===== src/rtl/fpu_pkg.sv =====
// Shared FPU definitions: rounding modes, fflags bit positions, operand classes, FSQRT states.
// Latency: none (declarations only).
// Backpressure: n/a.
package fpu_pkg;

    // RISC-V rounding-mode encodings
    localparam logic [2:0] RM_RNE = 3'b000;
    localparam logic [2:0] RM_RTZ = 3'b001;
    localparam logic [2:0] RM_RDN = 3'b010;
    localparam logic [2:0] RM_RUP = 3'b011;
    localparam logic [2:0] RM_RMM = 3'b100;

    // fflags bit indices within {NV,DZ,OF,UF,NX}
    localparam int FF_NV = 4;
    localparam int FF_DZ = 3;
    localparam int FF_OF = 2;
    localparam int FF_UF = 1;
    localparam int FF_NX = 0;

    typedef enum logic [2:0] {
        CLS_ZERO,
        CLS_SUB,
        CLS_NORM,
        CLS_INF,
        CLS_SNAN,
        CLS_QNAN
    } cls_e;

    typedef enum logic [2:0] {
        ST_IDLE,
        ST_PREP,
        ST_ITER,
        ST_ROUND,
        ST_DONE
    } state_e;

endpackage


===== src/rtl/fsqrt_round.sv =====
// Rounds the truncated root (mantissa + guard + sticky) and renormalises on mantissa carry-out.
// Latency: combinational.
// Backpressure: none; the parent holds inputs stable while the result is captured.
module fsqrt_round
    import fpu_pkg::*;
#(
    parameter int EXP_W = 8,
    parameter int MAN_W = 23
) (
    input  logic [MAN_W-1:0] root_i,
    input  logic             guard_i,
    input  logic             sticky_i,
    input  logic [2:0]       rm_i,
    input  logic [EXP_W-1:0] exp_i,
    output logic [MAN_W-1:0] man_o,
    output logic [EXP_W-1:0] exp_o,
    output logic             nx_o
);

    localparam logic [EXP_W-1:0] EXP_ONE = {{(EXP_W-1){1'b0}}, 1'b1};

    logic           inc;
    logic [MAN_W:0] sum;

    // Root is always positive, so RTZ and RDN truncate; a carry-out means the root reached 2.0
    always_comb begin
        inc = 1'b0;
        case (rm_i)
            RM_RNE:  inc = guard_i & (sticky_i | root_i[0]);
            RM_RUP:  inc = guard_i | sticky_i;
            RM_RMM:  inc = guard_i;
            default: inc = 1'b0;
        endcase
        sum   = {1'b0, root_i} + {{MAN_W{1'b0}}, inc};
        man_o = sum[MAN_W-1:0];
        exp_o = sum[MAN_W] ? (exp_i + EXP_ONE) : exp_i;
        nx_o  = guard_i | sticky_i;
    end

endmodule


===== src/rtl/fsqrt_iter.sv =====
// Iterative IEEE-754 square root, one root bit per cycle (restoring recurrence); FSQRT_SUBNORM_EN enables subnormal inputs (else DAZ).
// Latency: specials 1 cycle after accept, finite positive operands MAN_W+5 cycles after accept.
// Backpressure: in_ready_o only in IDLE; result held in DONE until out_ready_i; flush_i aborts from any state.
module fsqrt_iter
    import fpu_pkg::*;
#(
    parameter int EXP_W = 8,
    parameter int MAN_W = 23
) (
    input  logic                     clk_i,
    input  logic                     reset_ni,
    input  logic                     flush_i,
    input  logic                     in_valid_i,
    output logic                     in_ready_o,
    input  logic [EXP_W+MAN_W:0]     rs1_i,
    input  logic [2:0]               rm_i,
    output logic                     out_valid_o,
    input  logic                     out_ready_i,
    output logic [EXP_W+MAN_W:0]     result_o,
    output logic [4:0]               fflags_o
);

    localparam int W     = EXP_W + MAN_W + 1;
    localparam int ITERS = MAN_W + 2;          // hidden + MAN_W + guard
    localparam int RW    = MAN_W + 5;          // partial-remainder working width
    localparam int DW    = 2 * ITERS;          // radicand, two bits consumed per step
    localparam int CW    = $clog2(ITERS + 1);
    localparam int SEW   = EXP_W + 2;          // signed unbiased exponent width
    localparam logic [EXP_W-1:0] BIAS = {1'b0, {(EXP_W-1){1'b1}}};
    localparam logic [W-1:0]     QNAN = {1'b0, {EXP_W{1'b1}}, 1'b1, {(MAN_W-1){1'b0}}};

    state_e             state_q;
    logic [EXP_W-1:0]   op_exp_q;
    logic [MAN_W-1:0]   op_man_q;
    logic [2:0]         rm_q;
    logic [DW-1:0]      rad_q;
    logic [RW-3:0]      rem_q;
    logic [ITERS-1:0]   root_q;
    logic [CW-1:0]      cnt_q;
    logic [EXP_W-1:0]   rexp_q;
    logic [W-1:0]       result_q;
    logic [4:0]         fflags_q;

    // ---------------- operand classification at accept ----------------
    logic             in_sign;
    logic [EXP_W-1:0] in_exp;
    logic [MAN_W-1:0] in_man;
    cls_e             in_cls;
    logic             spec_d;
    logic [W-1:0]     spec_res_d;
    logic [4:0]       spec_flags_d;

    assign in_sign = rs1_i[W-1];
    assign in_exp  = rs1_i[W-2:MAN_W];
    assign in_man  = rs1_i[MAN_W-1:0];

    // Classify the raw operand from its exponent and mantissa fields
    always_comb begin
        in_cls = CLS_NORM;
        if (in_exp == {EXP_W{1'b1}}) begin
            if (in_man == '0)          in_cls = CLS_INF;
            else if (in_man[MAN_W-1])  in_cls = CLS_QNAN;
            else                       in_cls = CLS_SNAN;
        end else if (in_exp == '0) begin
            in_cls = (in_man == '0) ? CLS_ZERO : CLS_SUB;
        end
    end

    // Decide whether the result is known without iterating, and what it is
    always_comb begin
        spec_d       = 1'b1;
        spec_res_d   = QNAN;
        spec_flags_d = '0;
        case (in_cls)
            CLS_SNAN: spec_flags_d[FF_NV] = 1'b1;
            CLS_QNAN: spec_res_d = QNAN;
            CLS_INF: begin
                if (in_sign) spec_flags_d[FF_NV] = 1'b1;
                else         spec_res_d = rs1_i;
            end
            CLS_ZERO: spec_res_d = rs1_i;
            CLS_SUB: begin
`ifdef FSQRT_SUBNORM_EN
                if (in_sign) spec_flags_d[FF_NV] = 1'b1;
                else         spec_d = 1'b0;
`else
                // denormals-are-zero: signed zero in, same signed zero out
                spec_res_d = {in_sign, {(W-1){1'b0}}};
`endif
            end
            default: begin
                if (in_sign) spec_flags_d[FF_NV] = 1'b1;
                else         spec_d = 1'b0;
            end
        endcase
    end

    // ---------------- PREP: normalise, halve exponent, build radicand ----------------
    logic [MAN_W:0]          sig_d;
    logic [SEW-1:0]          e_d;
    logic signed [SEW-1:0]   r_d;
    logic [SEW-1:0]          rexp_full_d;
    logic [DW-1:0]           rad_d;

`ifdef FSQRT_SUBNORM_EN
    localparam int LZW = $clog2(MAN_W + 2);
    logic [LZW-1:0] lzc_d;

    // Leading zeros of {0, mantissa}: the highest set bit overrides lower ones
    always_comb begin
        lzc_d = '0;
        for (int i = 0; i < MAN_W; i++) begin
            if (op_man_q[i]) lzc_d = LZW'(MAN_W - i);
        end
    end
`endif

    // Significand in [1,2), doubled for odd exponents so the exponent halves exactly
    always_comb begin
`ifdef FSQRT_SUBNORM_EN
        if (op_exp_q == '0) begin
            sig_d = {1'b0, op_man_q} << lzc_d;
            e_d   = SEW'(1) - SEW'(BIAS) - SEW'(lzc_d);
        end else begin
            sig_d = {1'b1, op_man_q};
            e_d   = SEW'(op_exp_q) - SEW'(BIAS);
        end
`else
        sig_d = {1'b1, op_man_q};
        e_d   = SEW'(op_exp_q) - SEW'(BIAS);
`endif
        rad_d       = e_d[0] ? {sig_d, {(MAN_W+3){1'b0}}}
                             : {1'b0, sig_d, {(MAN_W+2){1'b0}}};
        r_d         = $signed(e_d) >>> 1;
        rexp_full_d = r_d + SEW'(BIAS);
    end

    // ---------------- ITER: one restoring step ----------------
    logic [RW-1:0] part_d;
    logic [RW-1:0] sub_d;
    logic [RW-1:0] trial_d;
    logic          ge_d;

    // Bring down the next radicand pair and try subtracting {root,01}
    always_comb begin
        part_d  = {rem_q, rad_q[DW-1:DW-2]};
        sub_d   = {1'b0, root_q, 2'b01};
        ge_d    = (part_d >= sub_d);
        trial_d = part_d - sub_d;
    end

    // ---------------- ROUND ----------------
    logic [MAN_W-1:0] rnd_man;
    logic [EXP_W-1:0] rnd_exp;
    logic             rnd_nx;
    logic [4:0]       rnd_flags_d;

    fsqrt_round #(
        .EXP_W (EXP_W),
        .MAN_W (MAN_W)
    ) u_round (
        .root_i   (root_q[ITERS-2:1]),
        .guard_i  (root_q[0]),
        .sticky_i (|rem_q),
        .rm_i     (rm_q),
        .exp_i    (rexp_q),
        .man_o    (rnd_man),
        .exp_o    (rnd_exp),
        .nx_o     (rnd_nx)
    );

    // Only inexact can be raised by a finite positive root
    always_comb begin
        rnd_flags_d        = '0;
        rnd_flags_d[FF_NX] = rnd_nx;
    end

    // Remainder stays below 2*root, so these high bits are always zero; hidden root bit is always 1
    logic unused_bits;
    assign unused_bits = ^{trial_d[RW-1:RW-2], rexp_full_d[SEW-1:EXP_W], root_q[ITERS-1]};

    // ---------------- control FSM ----------------
    // Sequence accept -> PREP -> ITERS steps -> ROUND -> DONE; flush overrides everything but reset
    always_ff @(posedge clk_i or negedge reset_ni) begin
        if (!reset_ni) begin
            state_q  <= ST_IDLE;
            op_exp_q <= '0;
            op_man_q <= '0;
            rm_q     <= '0;
            rad_q    <= '0;
            rem_q    <= '0;
            root_q   <= '0;
            cnt_q    <= '0;
            rexp_q   <= '0;
            result_q <= '0;
            fflags_q <= '0;
        end else if (flush_i) begin
            state_q <= ST_IDLE;
        end else begin
            case (state_q)
                ST_IDLE: begin
                    if (in_valid_i) begin
                        op_exp_q <= in_exp;
                        op_man_q <= in_man;
                        rm_q     <= rm_i;
                        if (spec_d) begin
                            result_q <= spec_res_d;
                            fflags_q <= spec_flags_d;
                            state_q  <= ST_DONE;
                        end else begin
                            state_q  <= ST_PREP;
                        end
                    end
                end
                ST_PREP: begin
                    rad_q   <= rad_d;
                    rem_q   <= '0;
                    root_q  <= '0;
                    cnt_q   <= '0;
                    rexp_q  <= rexp_full_d[EXP_W-1:0];
                    state_q <= ST_ITER;
                end
                ST_ITER: begin
                    rad_q  <= {rad_q[DW-3:0], 2'b00};
                    rem_q  <= ge_d ? trial_d[RW-3:0] : part_d[RW-3:0];
                    root_q <= {root_q[ITERS-2:0], ge_d};
                    cnt_q  <= cnt_q + CW'(1);
                    if (cnt_q == CW'(ITERS - 1)) state_q <= ST_ROUND;
                end
                ST_ROUND: begin
                    result_q <= {1'b0, rnd_exp, rnd_man};
                    fflags_q <= rnd_flags_d;
                    state_q  <= ST_DONE;
                end
                ST_DONE: begin
                    if (out_ready_i) state_q <= ST_IDLE;
                end
                default: state_q <= ST_IDLE;
            endcase
        end
    end

    assign in_ready_o  = (state_q == ST_IDLE);
    assign out_valid_o = (state_q == ST_DONE);
    assign result_o    = result_q;
    assign fflags_o    = fflags_q;

endmodule


===== config.mk =====
export PLATFORM = sky130hd
export DESIGN_NAME = fsqrt_iter
export DESIGN_NICKNAME = d
export VERILOG_FILES = /design/src/rtl/fpu_pkg.sv /design/src/rtl/fsqrt_round.sv /design/src/rtl/fsqrt_iter.sv
export SDC_FILE = /design/constraint.sdc
export NUM_CORES = 1
export LEC_CHECK = 0
export ABC_AREA = 1
export CORE_MARGIN = 2
export CORE_UTILIZATION = 45
export DETAILED_ROUTE_END_ITERATION = 16
export PLACE_DENSITY = 0.71
export SLEW_MARGIN = 25
export SYNTH_ARGS = -nofsm -noshare
export SYNTH_HDL_FRONTEND = slang
export SYNTH_SLANG_ARGS = --single-unit

===== constraint.sdc =====
create_clock -name clk_i -period 3.23 [get_ports clk_i]
set_clock_uncertainty 0.2 [all_clocks]
set_input_delay 0.646 -clock clk_i [delete_from_list [all_inputs] [get_ports clk_i]]
set_output_delay 0.646 -clock clk_i [all_outputs]
set_load 0.005 [all_outputs]

# == After elaboration in Yosys (flattened, before gate mapping) ==
# Index checks and enable logic that the tools add are counted.
# classes
addsub,6
order_cmp,1
n_eq_ne,17
mux,30
bitwise_logic,4
reduce_logical,15
# op_table
cell,count
$pmux W50 S2,1
$pmux W32 S3,1
$mux W32,2
$pmux W32 S2,1
$pmux W26 S2,1
$mux W50,1
$pmux W25 S2,1
$mux W31,1
$ge A28 B27 Y1,1
$mux W26,1
$reduce_or A26 Y1,1
$sub A26 B26 Y26,1
$add A23 B1 Y24,1
$logic_not A23 Y1,1
$mux W3,7
$pmux W5 S2,2
$pmux W3 S5,1
$eq A3 B2 Y1 const B,4
$eq A3 B3 Y1 const B,4
$mux W5,2
$logic_not A3 Y1,3
$sub A8 B7 Y9 const B,1
$add A8 B1 Y8 const B,1
$add A8 B8 Y8 const B,1
other kinds (23),32
# word_totals
ff_bits,188
input_bits,40
output_inout_bits,39
word_cells,84

# == Logic depth before layout (Yosys ltp) ==
# logic_depth
ltp_word,11
ltp_mapped,19
mapped_depth_nobuf,19

# == Modules after synthesis ==
# A second synthesis with hierarchy kept.
# unflattened
hier_cells,1512
area_unflattened_um2,10423.7
# modules_own_cells
mod,instances,cells_per_inst,area_per_inst_um2
fsqrt_iter,1,1336,9514.1
fsqrt_round,1,176,909.6

# == Worst setup path before layout ==
# Ideal clock, no wire load.
# synth_path
path_type,reg-to-reg
startpoint,register rem_q[1]
endpoint,"register result_q[6], in the netlist result_o[6]"
setup_ps,116
arrival_ps,2099
t_required_ps,2914
slack_ps,815
stages_incl_launch_ff,17
path_buffers,0
period_less_slack_ps,2415
cell_sequence,dfrtp_1 nor4_1 nand3_1 nor2_1 nand3_1 nand4_1 nand2_1 ha_1 ha_1 nand2_1 nor2_1 nand2_1 nor2_1 o21ai_0 a21oi_1 nand2_1 nand2_1
# synth_via
elab_chain_len,6
word_cells_on_any_way,7
cone_classes,add/sub (1); mux (2); bitwise (3); reduce/logical (1)
# synth_rtl
item,line_no,rtl
from (decl),fsqrt_iter.sv:37,logic [RW-3:0] rem_q;
from (signal assigned),fsqrt_iter.sv:225,rem_q <= ge_d ? trial_d[RW-3:0] : part_d[RW-3:0];
$reduce_or A26 Y1 (*),fsqrt_iter.sv:164,".sticky_i (|rem_q),"
$or A1 B1 Y1,fsqrt_round.sv:29,RM_RNE: inc = guard_i & (sticky_i | root_i[0]);
$and A1 B1 Y1,fsqrt_round.sv:29,
$pmux W1 S3 (*),fsqrt_round.sv:28,case (rm_i)
$add A23 B1 Y24 (*),fsqrt_round.sv:34,"sum = {1'b0, root_i} + {{MAN_W{1'b0}}, inc};"
$pmux W32 S2 (*),fsqrt_iter.sv:200,case (state_q)
to (signal assigned),fsqrt_iter.sv:207,result_q <= spec_res_d;
to (signal assigned),fsqrt_iter.sv:231,"result_q <= {1'b0, rnd_exp, rnd_man};"
to (decl),fsqrt_iter.sv:41,logic [W-1:0] result_q;
# Mark *: on every way between the ends. The rest lies on a longest branch, timed or not.
# A chain may end at the register's enable or synchronous reset.

# == Worst setup path in the final report ==
# layout_path
startpoint,register rem_q[20]
endpoint,"register result_q[22], in the netlist result_o[22]"
# The elaborated chain is that of the path after synthesis.

==> flow_metrics.tcl <==
set metrics [dict create \
    num_vias 9663 \
    synth.cell_area_sq_um 10200 \
    place_congestion 0.912 \
    yosys.cell_count.top_type "nand2_1" \
    drc 0 \
    grt_pass1_wl_mm 45.1 \
    root_buffer "clkbuf_16" \
    antenna_left 0 \
    rsz0062_at_grt "no" \
    wl_mm 26.4 \
    syn_area_per_cell_sq_um 6.85 \
    drt-met1-wl_mm 11.9 \
    crit_chain "nor4_1, nand2_1, nor2_1, nand3_1, nand4_1, nand2_1, ha_1, ha_1, nand2_1, nor2_2, nand2_1, nor2_1, nand3_1, nand3_1, nand3_1, nand2_1" \
    critPathMaxFanout 5 \
    clk_pin_slew_ns 0.07 \
    io_buffers 75 \
    leakage_nw 6.14 \
    powerDensity_nw_per_um2 1050 \
    synth_top_family_by_area "simple AND/OR/NAND/NOR gates" \
    ys_async_sr_fraction_pct 100 \
    io_pins 79 \
    ys_seq_elements 160 \
    post_cts_buffers 0 \
    grt_usage_pct 23.2 \
    synth_top_area_share_pct 39.3 \
    tns_ns 0 \
    clk_path_buf_depth 2 \
    drtIter0Drc 727 \
    yosysTopAreaCell "dfrtp_1" \
    wl_met2_mm 12.4 \
    first_global_vias 9455 \
    die-width_um 154 \
    grt-ovfl-total 0 \
    critPathRequiredTime_ns 3.35 \
    critPathLaunchType "flip-flop" \
    tightest_slew_ns 0.665 \
    synth_area_leaders "dfrtp_1 39%, nand2_1 19%, inv_1 7.4%, o21ai_0 5.7%, nand3_1 4.2%" \
    rows 55 \
    antenna_found_initial 0 \
    post_cts_resized 0 \
    fp.coreArea_sq_um 22400 \
    seq_area_frac_synth_pct 39.3 \
    setup_viol 0 \
    fin_nets 1627 \
    cp_slowest_cell "dfrtp_1" \
    die_y_um 154 \
    post-route-util_pct 53.0 \
    grt_max_degree 61 \
    cts_sinks 160 \
    outcome "finished clean" \
    cts_tree "done" \
    hold_viol 0 \
    fmax_mhz 344 \
    syn2layout_area_growth_pct 16.7 \
    crit_type "reg2reg" \
    hp-class "in2async" \
    period_share_pct 90.0 \
    slowest_delay_ns 0.40 \
    hpwl_mm 19.9 \
    path_common_cell "nand2_1" \
    synth-compound-area-share_pct 10.0 \
    cts_hold_buf 0 \
    syn_inst 1488 \
    drive_gt1_share_pct 5.49 \
    vdd_ir_drop_max_v 0.000630 \
    crit_buf_inv 0 \
    maxCapViolations 0 \
    wl_per_cell_um 14.3 \
    slew_headroom_pct 55.6 \
    n_antenna_cell 0 \
    firstDrtPassIters 5 \
    start_util_pct 45.4 \
    synth-simple-area-share_pct 33.1 \
    dieArea_sq_um 23900 \
    cts_buffers 17 \
    clkLatencyLatePin_ns 0.44 \
    synth_fa_ha_area_share_pct 4.17 \
    ys.flop_type "dfrtp_1" \
    endpoint_kind "flip-flop" \
    nFillCells 2211 \
    layout_min_cycle_time_ns 2.91 \
    top_layer "met4" \
    synthMuxAreaShare_pct 0.221 \
    cp.arrival_ns 3.03 \
    avgViaCountPerCell 5.22 \
    synth_edf_count 0 \
    synth-xor-area-share_pct 2.75 \
    h-tree-depth 4 \
    ys_types 43 \
    synth_common_cells "517 x nand2_1, 201 x inv_1, 160 x dfrtp_1, 117 x o21ai_0, 113 x nor2_1" \
    met3_length_mm 1.43 \
    yosys_warnings 0 \
    report.final.slew_viol_count 0 \
    cp_top_family "simple AND/OR/NAND/NOR gates" \
]
[through the flow]
| step | setup slack, ns | total power, W | instance area [sq um] | cells | hold slack, ns |
|---|---|---|---|---|---|
| 4_1_cts | 0.268 | 0.0125 | 11900 | 1851 | 0.00983 |
| 5_1_grt | 0.0243 | 0.0138 | 11900 | 1851 | 0.0389 |
| 6_report | 0.324 | 0.0125 | 11900 | 1851 | 0.00471 |
| 2_1_floorplan | 0.815 | 0.00845 | 10200 | 1490 | 0.150 |
| 3_5_place_dp | 0.289 | 0.0103 | 11300 | 1819 | 0.265 |
| 3_3_place_gp | 0.385 | 0.0102 | 11300 | 1819 | 0.257 |
[state kept, by name, summed over array words and instances (netlist names)]
register / count
result_o: 32
rem_q: 26
rad_q: 25
root_q: 25
op_man_q: 23
op_exp_q: 8
rexp_q: 8
cnt_q: 5
rm_q: 3
state_q: 3
fflags_o: 2
[path summary, 6_finish.rpt]
check,slack [ns],end,from,depth (start not counted)
worst max register to register,0.32,result_o[22]$_DFFE_PN0P_,rem_q[20]$_DFFE_PN0P_,16
worst max-delay path,0.32,result_o[22]$_DFFE_PN0P_,rem_q[20]$_DFFE_PN0P_,16
worst min register to register,0.27,result_o[13]$_DFFE_PN0P_,result_o[13]$_DFFE_PN0P_,2
max in group asynchronous,1.98,state_q[0]$_DFFE_PN0P_,reset_ni,2
worst min-delay path,0.005,result_o[20]$_DFFE_PN0P_,reset_ni,1
min in group clk_i,0.27,result_o[13]$_DFFE_PN0P_,result_o[13]$_DFFE_PN0P_,2
[cells by family after synthesis]
family | after synthesis
AOI/OAI and AO/OA | 192
xor gates and xnor gates | 32
adders and majority gates | 34
buffers and inverters | 264
DFF | 160
muxes | 2
other | 1
and+or+nand+nor | 803
[where the power goes]
| group | leakage (nW) | switching [W] | internal (W) |
|---|---|---|---|
| clock | 0.295 | 0.000868 | 0.00127 |
| sequential | 2.08 | 0.000599 | 0.00268 |
| combinational | 3.76 | 0.00462 | 0.00249 |
| total | 6.14 | 0.00608 | 0.00644 |
[final cells by class]
cell class	instances	area [sq um]	area share (%)
multi-input cells	1066	5150	43.4
flip-flops and latches	160	4000	33.7
repair buffers	100	965	8.11
inverters	208	781	6.57
clock buffers	19	453	3.81
well taps	285	357	3.00
clock inverters	13	175	1.47
[worst reg2reg max path, delay by kind of cell (launching register included)]
kind,cells,cell delay (ns)
flops,1,0.40
simple gates,14,1.72
fa+ha+maj,2,0.47
[metal layers]
metal,up-vias,global-route usage (%)
li1,4865,-
met1,4462,30.3
met2,290,39.2
met3,46,3.47
met4,0,8.82
met5,-,0
[layout by cell type, fill, tap and decap left out, drive strengths merged]
master,n
a32o,1
clkbuf,19
and2,2
or2,2
nor2,120
nand3b,4
o31ai,1
bufinv,3
dfrtp,160
o221ai,1
nand2,520
nor4,5
a21oi,30
o22ai,24
nor3,8
mux2,2
clkdlybuf4s50,74
buf,26
a31oi,1
xnor2,16
conb,3
clkinv,3
ha,34
clkinvlp,4
xor2,16
o21ai,129
nor3b,2
inv,211
o21a,1
nand4,52
o211ai,2
o21bai,2
nand3,88
No activity file was read; power rests on OpenSTA's default activity.
